## config.mk

```make
export PLATFORM = sky130hd
export DESIGN_NAME = sram_arbiter
export DESIGN_NICKNAME = d
export VERILOG_FILES = /design/src/rtl/sram_arbiter.sv
export SDC_FILE = /design/constraint.sdc
export NUM_CORES = 1
export LEC_CHECK = 0
export ABC_CLOCK_PERIOD_IN_PS = 1800
export CAP_MARGIN = 25
export CELL_PAD_IN_SITES_DETAIL_PLACEMENT = 1
export CELL_PAD_IN_SITES_GLOBAL_PLACEMENT = 2
export CORE_AREA = 2 2 207 209
export DETAILED_ROUTE_END_ITERATION = 7
export DIE_AREA = 0 0 209 211
export HOLD_SLACK_MARGIN = 0.1
export PLACE_DENSITY = 0.82
export SETUP_SLACK_MARGIN = 0.5
export SYNTH_ARGS = -nofsm -noshare
export SYNTH_HDL_FRONTEND = slang
export SYNTH_SLANG_ARGS = --single-unit
```

## constraint.sdc

```tcl
create_clock -name clk -period 1.8 [get_ports clk]
set_input_delay 0.36 -clock clk [delete_from_list [all_inputs] [get_ports clk]]
set_output_delay 0.36 -clock clk [all_outputs]
set_load 0.005 [all_outputs]
```

## src/rtl/sram_arbiter.sv

```systemverilog
// sram_arbiter: shares one single-port, one-cycle-latency sram between
// instruction fetch (IF) and load/store (LS). LS has fixed priority, but a
// starvation counter forces an IF grant after STARVE_LIMIT held-off cycles.
// The read data is routed back to whichever port was granted in the
// previous cycle.
//
// resp_sel state | meaning
// ---------------+-------------------------------------------------
// RESP_NONE      | no access issued last cycle, no response due
// RESP_IF        | IF access issued last cycle, mem_rdata is IF's
// RESP_LS        | LS access issued last cycle, read data or write ack
module sram_arbiter #(
    // Legal range 1..15; the counter is 4 bits wide.
    parameter int unsigned STARVE_LIMIT = 4
) (
    input  logic        clk,
    input  logic        rst_n,
    input  logic        if_req_valid,
    input  logic [63:0] if_req_addr,
    output logic        if_req_ready,
    output logic        if_resp_valid,
    output logic [63:0] if_resp_data,
    input  logic        ls_req_valid,
    input  logic [63:0] ls_req_addr,
    input  logic [7:0]  ls_req_we,
    input  logic [63:0] ls_req_wdata,
    output logic        ls_req_ready,
    output logic        ls_resp_valid,
    output logic [63:0] ls_resp_data,
    output logic        mem_en,
    output logic [7:0]  mem_we,
    output logic [63:0] mem_addr,
    output logic [63:0] mem_wdata,
    input  logic [63:0] mem_rdata
);

    typedef enum logic [1:0] {
        RESP_NONE = 2'd0,
        RESP_IF   = 2'd1,
        RESP_LS   = 2'd2
    } resp_sel_t;

    localparam logic [3:0] STARVE_MAX = 4'(STARVE_LIMIT);

    logic       grant_if;
    logic       grant_ls;
    logic       starved;
    logic [3:0] starve_cnt;
    logic [3:0] starve_cnt_next;
    resp_sel_t  resp_sel;
    resp_sel_t  resp_sel_next;

    // Grant decision: LS wins unless IF has been held off long enough.
    // Nothing is issued while reset is asserted so no sram write can slip in.
    always_comb begin
        starved  = (starve_cnt == STARVE_MAX);
        grant_if = rst_n & if_req_valid & (~ls_req_valid | starved);
        grant_ls = rst_n & ls_req_valid & ~grant_if;
    end

    assign if_req_ready = grant_if;
    assign ls_req_ready = grant_ls;

    // Memory drive: the granted port's fields, all zero on an idle cycle.
    always_comb begin
        mem_en    = 1'b0;
        mem_we    = 8'h00;
        mem_addr  = 64'h0;
        mem_wdata = 64'h0;
        if (grant_if) begin
            mem_en    = 1'b1;
            mem_addr  = if_req_addr;
            mem_wdata = ls_req_wdata;
        end else if (grant_ls) begin
            mem_en    = 1'b1;
            mem_we    = ls_req_we;
            mem_addr  = ls_req_addr;
            mem_wdata = ls_req_wdata;
        end
    end

    // Starvation counter next value: counts IF hold-off cycles, saturating.
    always_comb begin
        starve_cnt_next = 4'd0;
        if (if_req_valid && !grant_if) begin
            if (starved) begin
                starve_cnt_next = STARVE_MAX;
            end else begin
                starve_cnt_next = starve_cnt + 4'd1;
            end
        end
    end

    // Starvation counter register.
    always_ff @(posedge clk) begin
        if (!rst_n) begin
            starve_cnt <= 4'd0;
        end else begin
            starve_cnt <= starve_cnt_next;
        end
    end

    // Response tracker state register; reloads every cycle.
    always_ff @(posedge clk) begin
        if (!rst_n) begin
            resp_sel <= RESP_NONE;
        end else begin
            resp_sel <= resp_sel_next;
        end
    end

    // Response tracker next state: remembers who owns next cycle's rdata.
    always_comb begin
        resp_sel_next = RESP_NONE;
        if (grant_if) begin
            resp_sel_next = RESP_IF;
        end else if (grant_ls) begin
            resp_sel_next = RESP_LS;
        end
    end

    // Response steering; a response pending when reset arrives is dropped.
    always_comb begin
        if_resp_valid = rst_n & (resp_sel == RESP_IF);
        ls_resp_valid = rst_n & (resp_sel == RESP_LS);
        if_resp_data  = mem_rdata;
        ls_resp_data  = mem_rdata;
    end

endmodule

```

* Word-level counts from Yosys, hierarchy flattened
Index checks and enable logic that the tools add are counted.
Storage, ports and cells: register bits 6, input port bits 268, output and inout port bits 269, logic and storage cells 35
Cells by class: add/subtract/negate cells 1, equality and inequality tests 3, multiplexer cells 11, bitwise gates (word level) 11, reductions and logical operators 5
Operators by type and width (number):
- $mux 64 | 4
- $mux 8 | 2
- $and 1x1->1 | 6
- $add 4x1->4 const B | 1
- $eq 4x3->1 const B | 1
- $not 1->1 | 4
- $mux 1 | 3
- $mux 3 | 1
- $reduce_or 3->1 | 1
- $eq 2x1->1 const B | 1
- $eq 2x2->1 const B | 1
- $mux 2 | 1
- $reduce_and 2->1 | 1
- $reduce_or 2->1 | 1
- $logic_and 1x1->1 | 1
- $logic_not 1->1 | 1
- $or 1x1->1 | 1

* Depth between registers and ports, before layout
Gate-level depths: netlist of the first run.
word-level depth 7, depth in mapped cells 7

* Worst setup path before layout of the first run
OpenSTA, ideal clock, no wires.
kind register to output, start point reg starve_cnt[0], end point out mem_addr[10], arrival time 1.307 ns, required time 1.440 ns, path slack 0.133 ns, stages on the path, launching flop included 8, buffers on the path 2, path through dfxtp_1 inv_1 ha_1 nand3b_4 a21oi_1 buf_4 buf_6 a22o_1
On the way: word-level cells in the longest chain between the ends 7
Ends and longest elaborated chain:
- from (decl) | RTL line 48 | logic [3:0] starve_cnt;
- from (signal assigned) | RTL line 99 | starve_cnt <= starve_cnt_next;
- $eq 4x3->1 (*) | RTL line 56 | starved = (starve_cnt == STARVE_MAX);
- $or 1x1->1 (*) | RTL line 57 | grant_if = rst_n & if_req_valid & (~ls_req_valid | starved);
- $and 1x1->1 (*) | RTL line 57
- $not 1->1 | RTL line 58 | grant_ls = rst_n & ls_req_valid & ~grant_if;
- $and 1x1->1 | RTL line 58
- $mux 64 | RTL line 74 | end else if (grant_ls) begin
- $mux 64 (*) | RTL line 70 | if (grant_if) begin
- to (decl) | RTL line 32 | output logic [63:0] mem_addr,
Every way passes the cells marked *; elsewhere a longest branch is shown, timed or not.

* Final worst setup path of the first run
start point reg starve_cnt[1], end point out mem_addr[62]
The elaborated chain is that of the path after synthesis.

==> results of run 1 <==
## final cells by class
class	count	area, sq um	area share [%]
timing repair buffer	434	4720	66.4
multi-input combinational	156	1500	21.0
tap	539	674	9.49
sequential	6	123	1.72
clock buffer	3	75.1	1.06
inverter	4	15.0	0.211
antenna	2	5.00	0.0704
## report_power, final
part,switching [mW],total (mW),leakage (nW),internal (mW)
combinational,0.517,1.62,3.01,1.10
clock,0.0716,0.356,0.0370,0.285
sequential,0.00177,0.139,0.0498,0.137
## layer usage
| metal | track usage [%] | share of wire, % | vias to the layer above |
|---|---|---|---|
| li1 | - | - | 1528 |
| met1 | 7.99 | 30 | 1584 |
| met2 | 18.7 | 56 | 344 |
| met3 | 3.81 | 12 | 49 |
| met4 | 2.68 | 3.0 | 2 |
| met5 | 0 | 0.059 | - |
## flip-flops by register name, indices dropped and copies added, names as in the netlist
name,cells
resp_sel,2
starve_cnt,4
## layout by cell type (no fill, tap or decap), types with 2 or more instances in the layout
master	synthesis	final
clkdlybuf4s50_1	0	200
buf_6	13	111
and2_4	0	72
a22o_1	64	52
buf_2	1	31
clkbuf_2	1	27
buf_12	0	19
buf_16	0	16
buf_4	129	16
a22o_4	0	12
buf_8	0	10
clkbuf_16	0	6
dfxtp_1	6	4
diode_2	0	2
inv_1	4	2
inv_2	0	2
nand2_1	3	2
nor3_1	4	2
nor3_2	0	2
dfxtp_2	0	2
## logic make-up (layout without fill, tap and decap cells)
| group | count (synthesis) | after routing |
|---|---|---|
| AOI/OAI and AO/OA | 69 | 69 |
| xor gates and xnor gates | 2 | 2 |
| adders and majority gates | 2 | 2 |
| buffers and inverters | 154 | 441 |
| DFF | 6 | 6 |
| other | 0 | 2 |
| and+or+nand+nor | 83 | 83 |
## path summary, 6_finish.rpt
check	from	cells past startpoint	end
max	starve_cnt[1]	10	mem_addr[62]
min	rst_n	3	resp_sel[1]
max reg2reg	starve_cnt[1]	7	starve_cnt[0]
min reg2reg	starve_cnt[0]	2	starve_cnt[0]
## worst min-delay path, cell delays in order
cell and delay [ns]:
buf_4 0.12, buf_6 0.11, o211a_1 0.12
## through the flow
stage	hold slack, ns	area [sq um]	power (mW)
floorplan	0.428	2660	0.700
global placement	0.508	5800	1.36
detailed placement	0.523	5800	1.37
CTS	0.503	6900	2.07
global route	0.529	7110	2.21
finish	0.518	7110	2.12
## repair_timing
action	CTS	global route
setup buffers	44	10
endpoints found under the setup margin	142	141
pin swaps	26	30
gates resized for setup	639	77
cloned	16	3
==> summary.txt, run 1 <==
Outcome
  – Status: complete, but fails checks
  – Failing checks: setup timing

STA
  – Final Max Tran Viols: 0
  – Hold Violations, Final: 0
  – Final WS setup: -0.392 ns
  – Minimum clock period: ~2.2 ns
  – Period utilisation layout: 122%
  – Layout Skew: 0.00130 ns
  – Final setup viols: 138
  – Slew @ Worst Pin: 0.205 ns
  – Fmax: 456 MHz
  – Setup TNS: -28.96 ns
  – Slew Limit Headroom: 86.2%
  – RSZ-0062 raised after global routing: yes

Placement
  – Post-DP HPWL: roughly 16,000 um
  – GP Congestion: roughly 0.79
  – Dpl cells: 1,066
  – Pre-CTS setup slack: -0.842 ns
  – Number of port buffers: 344

Die
  – Die X: between 200 and 250 um
  – Die area: 44,100 sq um
  – Die Ht: 211 um
  – Core Box Area: 41,800 sq um
  – I/O Pins: 537
  – FP Rows: 75
  – Initial core utilization: between 5 and 6%

Critical path
  – Slowest stage delay, CP: 0.32 ns
  – CP startpoint kind: register
  – Crit. End Element: primary output
  – Most frequent CP cell: buf_12
  – Kind of critical path: register to primary output
  – Cell family with most CP delay: buffers and inverters
  – Max stage delay cell, worst path: dfxtp_2
  – R2r setup slk: 0.57 ns
  – Arrival @ worst endpoint: 1.83 ns
  – Worst-path cell chain: inv_2, ha_4, nand3b_4, a21oi_4, buf_12, buf_12, buf_12, buf_16, a22o_4, buf_6
  – Worst Path Max Fanout: 6
  – Critical Path RT: 1.44 ns
  – Buf/Inv on CP: 6

Yosys
  – Cells after Synth: 316
  – Compound-gate portion of the synthesized area: approximately 24%
  – Yosys warning count: 0
  – Synth Cell Area: between 2000 and 2500 sq um
  – Post-synthesis mux area share: 0%
  – Syn_nets: about 600
  – Cell taking the most area after synthesis: buf_4
  – Ys flop type: dfxtp_1
  – Combinational family with the most area after synthesis: buffers and inverters
  – Post-synth top area share: around 40%
  – Synthesis-stage register bit count: 6
  – Asr flop ratio synth: 0%
  – Avg Inst Size Synth: 7.73 sq um
  – Number of flops mapped to enable cells by yosys: 0
  – Xor-xnor portion of the synthesized cell area: 0.717%
  – Count of different cell masters after synthesis: 21
  – Post-synth top cells: buf_4, and2_1, a22o_1, buf_6
  – Top cells by area, synth: buf_4, a22o_1, and2_1, buf_6, dfxtp_1
  – Cell with the most instances after synthesis: buf_4
  – Adder-cell share of the synthesized area: slightly above 1%
  – Simple-gate share of the synthesized area: 21.3%
  – Sequential share of the synthesized area: 4.92%

Run
  – Maximum capacitance violations: 0

Clock network
  – CTS clk-pin slew, worst paths: roughly 0.030 ns
  – Depth of the CTS H-tree: 1
  – Clock Latency Late Sink: 0.23 ns
  – CTS Buf Count: 3
  – Clock Path Buffers: 2
  – CTS tree: built
  – CTS root buf: clkbuf_16
  – Sink Count: 6
  – Hold buffer count at cts: 0

Global routing
  – Largest net degree at the start of global routing: 18
  – Initial antenna violation count: 3
  – Gr ovfl total: 0
  – First-pass GRT wire length: approximately 28,000 um
  – Vias in the first global route: ~3,800
  – GRT Resource Usage Total: a little under a tenth

Detailed routing
  – Final wirelength: 22,200 um
  – Post-DR vias/cell: 3.07
  – DR vias: 3,507
  – DRT iter0 DRCs: 94
  – Routed len/inst: ~19 um
  – Antenna-violating nets left: 0
  – Drt pass-1 iters: 4
  – Residual DRC: 0

Pwr
  – Leakage power: 3.10 nW
  – Power Dens Cells: 298 nW/um^2
  – IR drop worst, VDD: 245 uV

Cells and area
  – Final cell count without fillers: 1,144
  – Share of cells above drive strength 1: roughly 55%
  – Number of fill cells in the layout: 4,876
  – Area growth, synth to finish: 191%
  – Nets: slightly below 900
  – Post-layout util: 17.0%

Worst hold path
  – HP Class: primary input to register
Note: power is estimated with default switching activity, not from simulation.
==> run 2: changes to the inputs <==
==> constraint.sdc (replaced) <==
create_clock -name clk -period 1.8 [get_ports clk]
set_input_delay 0.18 -clock clk [delete_from_list [all_inputs] [get_ports clk]]
set_output_delay 0.18 -clock clk [all_outputs]
set_load 0.005 [all_outputs]
==> run 2 against run 1 <==
Effect of this change: the run still ends with setup timing left; sequential power hardly changed; combinational power is 6% lower; die area stayed put; clock skew hardly changed; final cell count is 0.35% lower; wire length is 11% lower; utilization is 0.52 points lower; critical endpoint is now mem_we[4]; largest cell class unchanged; largest power group unchanged.
==> summary.txt, run 2 (synthesized netlist as in run 1, its figures left out) <==
Detailed routing
  – Routed len/inst: 17.3 um (-11%)
  – DRT iter0 DRCs: 109 (+16%)
  – DR vias: 3,526 (+0.54%)
  – Post-DR vias/cell: 3.09 (+0.89%)
  – Residual DRC: 0 (unchanged)
  – Antenna-violating nets left: 0 (unchanged)
  – Drt pass-1 iters: 4 (unchanged)
  – Final wirelength: 19,700 um (-11%)

Die
  – Initial core utilization: 5.85% (unchanged)
  – I/O Pins: 537 (unchanged)
  – Die X: 209 um (unchanged)
  – Core Box Area: 41,800 sq um (unchanged)
  – Die Ht: 211 um (unchanged)
  – FP Rows: 75 (unchanged)
  – Die area: 44,100 sq um (unchanged)

Cells and area
  – Nets: 871 (-0.46%)
  – Post-layout util: 16.5% (-0.52 points)
  – Share of cells above drive strength 1: 52.3% (-2.8 points)
  – Max FFs per register: 4 (unchanged)
  – Final Cell Area: 6890 sq um (-3.1%)
  – Area growth, synth to finish: 182%
  – Commonest non-fill, non-tap cell in the layout: clkdlybuf4s50_1
  – Biggest register: starve_cnt
  – Leading cell types in the layout, fill and taps excluded: clkdlybuf4s50_1, buf_6, and2_4
  – Top Registers: starve_cnt (4), resp_sel (2)

Critical path
  – R2r setup slk: 0.64 ns (+0.07 ns)
  – RR Startpoint: starve_cnt[1]
  – Worst Path Max Fanout: 6 (unchanged)
  – Critical Path RT: 1.62 ns (+0.18 ns)
  – Kind of critical path: register to primary output
  – CP startpoint kind: register
  – Arrival @ worst endpoint: 1.92 ns (+0.09 ns)
  – RR Endpoint: starve_cnt[0]
  – R2R depth: 6 (-1)
  – Crit. End Element: primary output

Worst hold path
  – HP Class: primary input to register
  – Hold Crit Depth: 3 (unchanged)
  – Min-delay src: rst_n
  – Worst hold path endpoint: resp_sel[1]

STA
  – Final Max Tran Viols: 0 (unchanged)
  – Slew @ Worst Pin: 0.279 ns (+0.0739 ns)
  – Period utilisation layout: 117% (-5.2 points)
  – Fmax: 477 MHz (+4.5%)
  – Hold Violations, Final: 0 (unchanged)
  – Worst hold margin: 0.340 ns (-0.178 ns)
  – Final setup viols: 72 (-48%)
  – Layout Skew: 0.00135 ns (+0.0000556 ns)
  – Minimum clock period: 2.10 ns (-0.0935 ns)
  – RSZ-0062 raised after global routing: yes
  – Slew Limit Headroom: 81.4% (-4.9 points)
  – Final WS setup: -0.298 ns (+0.0935 ns)

Clock network
  – Sink Count: 6 (unchanged)
  – CTS root buf: clkbuf_16
  – CTS Buf Count: 3 (unchanged)
  – Depth of the CTS H-tree: 1 (unchanged)
  – Clock Latency Late Sink: 0.23 ns (about the same)
  – CTS clk-pin slew, worst paths: 0.03 ns (about the same)
  – CTS tree: built
  – Clock Path Buffers: 2 (unchanged)

Placement
  – Number of port buffers: 344 (unchanged)
  – Placed cell areas: 5720 sq um (-1.3%)
  – Post-DP HPWL: 13,400 um (-14%)
  – GP Congestion: 0.713 (-9.2%)
  – Pre-CTS setup slack: -0.432 ns (+0.410 ns)

Global routing
  – Initial antenna violation count: 3 (unchanged)
  – First-pass GRT wire length: 25,300 um (-11%)
  – Vias in the first global route: 3,820 (+0.21%)
  – Gr ovfl total: 0 (unchanged)
  – Largest net degree at the start of global routing: 25 (+7)
  – GRT Resource Usage Total: 7.83% (-1.3 points)

Pwr
  – Leakage power: 3.00 nW (-3.2%)
  – Power Dens Cells: 294 nW/um^2 (-1.4%)
  – PnR Total Power: 2.02 mW (-4.4%)
  – IR drop worst, VDD: 286 uV (+17%)

Outcome
  – Status: complete, but fails checks
  – Failing checks: setup timing

Run
  – Maximum capacitance violations: 0 (unchanged)
run 2: changes by cell type in the layout (fill, tap and decap cells not counted), sizes merged:
cell and change:
buf -1, clkbuf -4, dlygate4sd2 +2, dlymetal6s2s -1
run 2: what timing repair did:
| item | 4_1_cts | 5_1_grt |
|---|---|---|
| resized for setup | 605 | 132 |
| buffers inserted | 33 | 10 |
| pin swaps | 50 | 54 |
| hold buffers | 0 | 0 |
| cloned | 15 | 5 |
| endpoints found under the setup margin | 141 | 131 |
run 2: per-layer routing:
metal	global-route usage (%)	part of all wire (%)	up-vias
met4	2.88	4.4	2
li1	-	-	1516
met1	6.56	29	1584
met3	3.51	12	36
met2	15.9	54	388
met5	0	0.066	-
run 2: metrics by stage:
| step | setup TNS, ns | std cells |
|---|---|---|
| finish | -13.82 | 1140 |
| global route | -17.47 | 1139 |
| CTS | -14.22 | 1123 |
| detailed placement | -40.25 | 1072 |
| global placement | -38.87 | 1072 |
| floorplan | 0 | 316 |
run 2: cell type report:
cell class	count	area (sq um)
Clock buffer	3	75.1
Sequential cell	6	123
Tap cell	539	674
Fill cell	4869	34900
Multi-Input combinational cell	156	1390
Antenna cell	2	5.00
Timing Repair Buffer	430	4610
Inverter	4	15.0
run 2: worst max path at each step:
stage                        end  depth (start not counted)          start  slack, ns
floorplan           mem_addr[10]                          7  starve_cnt[1]       0.33
global placement    mem_addr[24]                          7          rst_n      -0.42
detailed placement   mem_addr[8]                          7          rst_n      -0.43
CTS                  mem_addr[2]                          8  starve_cnt[1]      -0.35
global route           mem_we[4]                         10  starve_cnt[0]      -0.34
finish                 mem_we[4]                         10  starve_cnt[1]      -0.30
run 2: worst max-delay path, stage by stage, from the launching register on:
cell and delay (ns):
dfxtp_2 0.31, inv_2 0.06, ha_4 0.13, nand3b_4 0.11, o211a_4 0.29, buf_6 0.12
buf_12 0.14, buf_16 0.13, buf_8 0.12, and2_4 0.14, buf_12 0.13
run 2: power breakdown:
| part | leakage [nW] | total, mW | switching (mW) | internal (mW) |
|---|---|---|---|---|
| Clock | 0.0370 | 0.359 | 0.0738 | 0.285 |
| Combinational | 2.91 | 1.53 | 0.474 | 1.05 |
| Sequential | 0.0498 | 0.139 | 0.00159 | 0.137 |
| Total | 3.00 | 2.02 | 0.549 | 1.48 |
==> run 3: changes to the inputs <==
--- a/config.mk
+++ b/config.mk
@@ -5,15 +5,16 @@
 export SDC_FILE = /design/constraint.sdc
 export NUM_CORES = 1
 export LEC_CHECK = 0
+export ABC_AREA = 1
 export ABC_CLOCK_PERIOD_IN_PS = 1800
 export CAP_MARGIN = 25
 export CELL_PAD_IN_SITES_DETAIL_PLACEMENT = 1
 export CELL_PAD_IN_SITES_GLOBAL_PLACEMENT = 2
-export CORE_AREA = 2 2 207 209
+export CORE_AREA = 2 2 208 210
 export DETAILED_ROUTE_END_ITERATION = 7
-export DIE_AREA = 0 0 209 211
+export DIE_AREA = 0 0 210 212
 export HOLD_SLACK_MARGIN = 0.1
-export PLACE_DENSITY = 0.82
+export PLACE_DENSITY = 0.85
 export SETUP_SLACK_MARGIN = 0.5
 export SYNTH_ARGS = -nofsm -noshare
 export SYNTH_HDL_FRONTEND = slang
==> run 3 against run 2 <==
Effect of this change: the flow still finishes with violations (setup timing); cell area increased by 17%; largest power group unchanged; die area is 0.95% higher; non-clock buffer count up 57; clock power shrank 1%; combinational power is 8% higher; area after synthesis grew 13%; synthesized cell count increased by 49%; register-to-register slack got worse by 0.31 ns; clock skew decreased by 0.00097 ns; total power increased by 5.9%; clock-buffer cell count is the same; largest cell class unchanged.
==> summary.txt, run 3 <==
Outcome
  – Status: complete, but fails checks
  – Failing checks: setup timing

STA
  – Fmax: 500 MHz (+4.8%)
  – Final WS setup: -0.202 ns (+0.0966 ns)
  – Period utilisation layout: 111% (-5.4 points)
  – Minimum clock period: 2.00 ns (-0.0966 ns)
  – Worst hold margin: 0.337 ns (-0.00325 ns)
  – Hold Violations, Final: 0 (unchanged)
  – Slew @ Worst Pin: 0.227 ns (-0.0518 ns)
  – Layout Skew: 0.000380 ns (-0.000971 ns)
  – RSZ-0062 raised after global routing: yes
  – Final setup viols: 68 (-5.6%)
  – Final Max Tran Viols: 0 (unchanged)
  – Slew Limit Headroom: 84.8% (+3.5 points)

Global routing
  – Gr ovfl total: 0 (unchanged)
  – GR Util met1: 8.76% (+2.2 points)
  – Vias in the first global route: 4,953 (+30%)
  – First-pass GRT wire length: 30,600 um (+21%)
  – Most Crowded Layer GR: met2
  – GR Util met2: 18.0% (+2.1 points)
  – Initial antenna violation count: 2 (-1)
  – GRT Resource Usage Total: 9.26% (+1.4 points)
  – Met3 Use GR: 3.52% (+0.0067 points)
  – Largest net degree at the start of global routing: 18 (-28%)

Critical path
  – Arrival @ worst endpoint: 1.82 ns (-0.10 ns)
  – Critical Path RT: 1.62 ns (about the same)
  – Worst Path Max Fanout: 8 (+2)
  – Kind of critical path: register to primary output
  – Crit. End Element: primary output
  – CP startpoint kind: register

Placement
  – Placed cell areas: 6180 sq um (+8.0%)
  – Number of port buffers: 344 (unchanged)
  – GP Congestion: 0.678 (-4.9%)
  – Post-DP HPWL: 13,900 um (+3.9%)

Clock network
  – CTS tree: built
  – Clock Path Buffers: 2 (unchanged)
  – Hold buffer count at cts: 0 (unchanged)
  – Clock Latency Late Sink: 0.22 ns (about the same)
  – Sink Count: 6 (unchanged)
  – CTS Buf Count: 3 (unchanged)
  – CTS clk-pin slew, worst paths: 0.03 ns (about the same)
  – Depth of the CTS H-tree: 1 (unchanged)
  – CTS root buf: clkbuf_16

Detailed routing
  – DRT iter0 DRCs: 131 (+20%)
  – Routed len/inst: 16.7 um (-3.3%)
  – Antenna-violating nets left: 0 (unchanged)
  – Drt pass-1 iters: 4 (unchanged)
  – Final wirelength: 22,500 um (+14%)
  – DR vias: 4,520 (+28%)
  – Post-DR vias/cell: 3.36 (+8.6%)
  – Residual DRC: 0 (unchanged)

Yosys
  – Synthesis-stage register bit count: 6 (unchanged)
  – Xor-xnor portion of the synthesized cell area: 0.635% (-0.082 points)
  – Count of different cell masters after synthesis: 16 (-24%)
  – Cell taking the most area after synthesis: buf_4
  – Number of flops mapped to enable cells by yosys: 0 (unchanged)
  – Post-synth top cells: buf_4, nand2_1, nand3_1, a21boi_0, inv_1
  – Synth Cell Area: 2760 sq um (+13%)
  – Combinational family with the most area after synthesis: buffers and inverters
  – Yosys warning count: 0 (unchanged)
  – Sequential share of the synthesized area: 4.36% (-0.56 points)
  – Cells after Synth: 472 (+49%)
  – Post-synth top area share: 36.8% (-2.9 points)
  – Asr flop ratio synth: 0% (unchanged)
  – Ys flop type: dfxtp_1
  – Avg Inst Size Synth: 5.84 sq um (-24%)
  – Adder-cell share of the synthesized area: 0.908% (-0.12 points)
  – Post-synthesis mux area share: 0% (unchanged)
  – Top cells by area, synth: buf_4, nand2_1, a21boi_0, nand3_1, dfxtp_1
  – Compound-gate portion of the synthesized area: 17.8% (-6.7 points)
  – Syn_nets: 742 (+27%)
  – Simple-gate share of the synthesized area: 32.9% (+12 points)

Pwr
  – P_sw: 0.695 mW (+26%)
  – Clock power frac: 16.5% (-1.2 points)
  – Pint: 1.45 mW (-1.8%)
  – Leakage power: 3.70 nW (+23%)
  – IR drop worst, VDD: 181 uV (-37%)
  – Flop pwr share: 6.5% (-0.4 points)
  – Power Dens Cells: 266 nW/um^2 (-9.4%)
  – Comb pwr share: 77.0% (+1.6 points)
  – Switching share of power: 32.4% (+5.3 points)

Cells and area
  – Nets: 1,072 (+23%)
  – Leading cell types in the layout, fill and taps excluded: clkdlybuf4s50_1, buf_2, nand2_1
  – Max FFs per register: 4 (unchanged)
  – Top Registers: starve_cnt (4), resp_sel (2)
  – Post-layout util: 18.9% (+2.4 points)
  – Antenna diodes: 0 (-2)
  – Area growth, synth to finish: 192%
  – Final Cell Area: 8050 sq um (+17%)
  – Commonest non-fill, non-tap cell in the layout: clkdlybuf4s50_1
  – Share of cells above drive strength 1: 58.1% (+5.9 points)
  – Biggest register: starve_cnt

Die
  – I/O Pins: 537 (unchanged)
  – Initial core utilization: 6.48% (+0.64 points)
  – Die X: 210 um (+0.48%)
  – Core Box Area: 42,500 sq um (+1.8%)
  – Die area: 44,500 sq um (+0.95%)
  – FP Rows: 76 (+1.3%)
  – Die Ht: 212 um (+0.47%)

Worst hold path
  – HP Class: primary input to register

Run
  – Maximum capacitance violations: 0 (unchanged)
[run 3: worst paths after layout]
check / startpoint / cells after the start / slack (ns) / endpoint
worst max-delay path: starve_cnt[1] / 12 / -0.20 / mem_addr[32]
worst min register to register: starve_cnt[0] / 3 / 0.61 / starve_cnt[0]
worst max register to register: starve_cnt[1] / 11 / 0.33 / resp_sel[1]
worst min-delay path: ls_req_valid / 3 / 0.34 / resp_sel[0]
[run 3: per-layer routing]
layer | part of all wire (%) | vias up
li1 | - | 2042
met1 | 33 | 2039
met2 | 52 | 401
met3 | 11 | 36
met4 | 3.5 | 2
met5 | 0.058 | -
[run 3: area by class of cell]
type                       instances  area, sq um
clock buffer                       3         75.1
fill                            5035        34500
inverter                          16         62.6
multi-input combinational        288         2250
sequential                         6          123
tap                              546          683
timing repair buffer             487         4860
[run 3: what timing repair did]
item                                    CTS  global route
resized for setup                       695           242
pin swaps                                39            77
cloned                                   14             1
endpoints found under the setup margin  142           123
setup buffers                            76            17
[run 3: power groups by stage]
stage / clock network (mW) / registers (mW) / logic, mW
2_1_floorplan: 0 / 0.141 / 0.515
3_3_place_gp: 0 / 0.141 / 1.23
3_5_place_dp: 0 / 0.141 / 1.24
4_1_cts: 0.360 / 0.140 / 1.52
5_1_grt: 0.367 / 0.140 / 1.76
6_report: 0.354 / 0.140 / 1.65
[run 3: kinds of logic (layout without fill, tap and decap cells)]
family,Yosys count,count (layout)
xor+xnor,2,2
simple gates,217,218
fa+ha+maj,2,2
buf+inv,179,506
flops,6,6
compound gates,66,66
[run 3: per-stage QoR]
step,cells,power [mW],TNS [ns],setup slack [ns]
final,1346,2.14,-7.26,-0.202
after global routing,1346,2.26,-13.10,-0.284
after CTS,1328,2.02,-8.79,-0.241
after detailed placement,1235,1.38,-43.89,-0.437
after global placement,1235,1.37,-38.55,-0.406
after floorplan,472,0.657,0,0.492
[run 3: worst max-delay path, cell delays in order, from the launching register on]
cell     delay, ns
dfxtp_2       0.31
inv_2         0.06
ha_4          0.14
nand3_4       0.09
a21oi_4       0.16
buf_12        0.17
buf_6         0.11
buf_12        0.09
buf_16        0.12
buf_6         0.11
nand2_1       0.05
nand2_1       0.06
buf_2         0.11
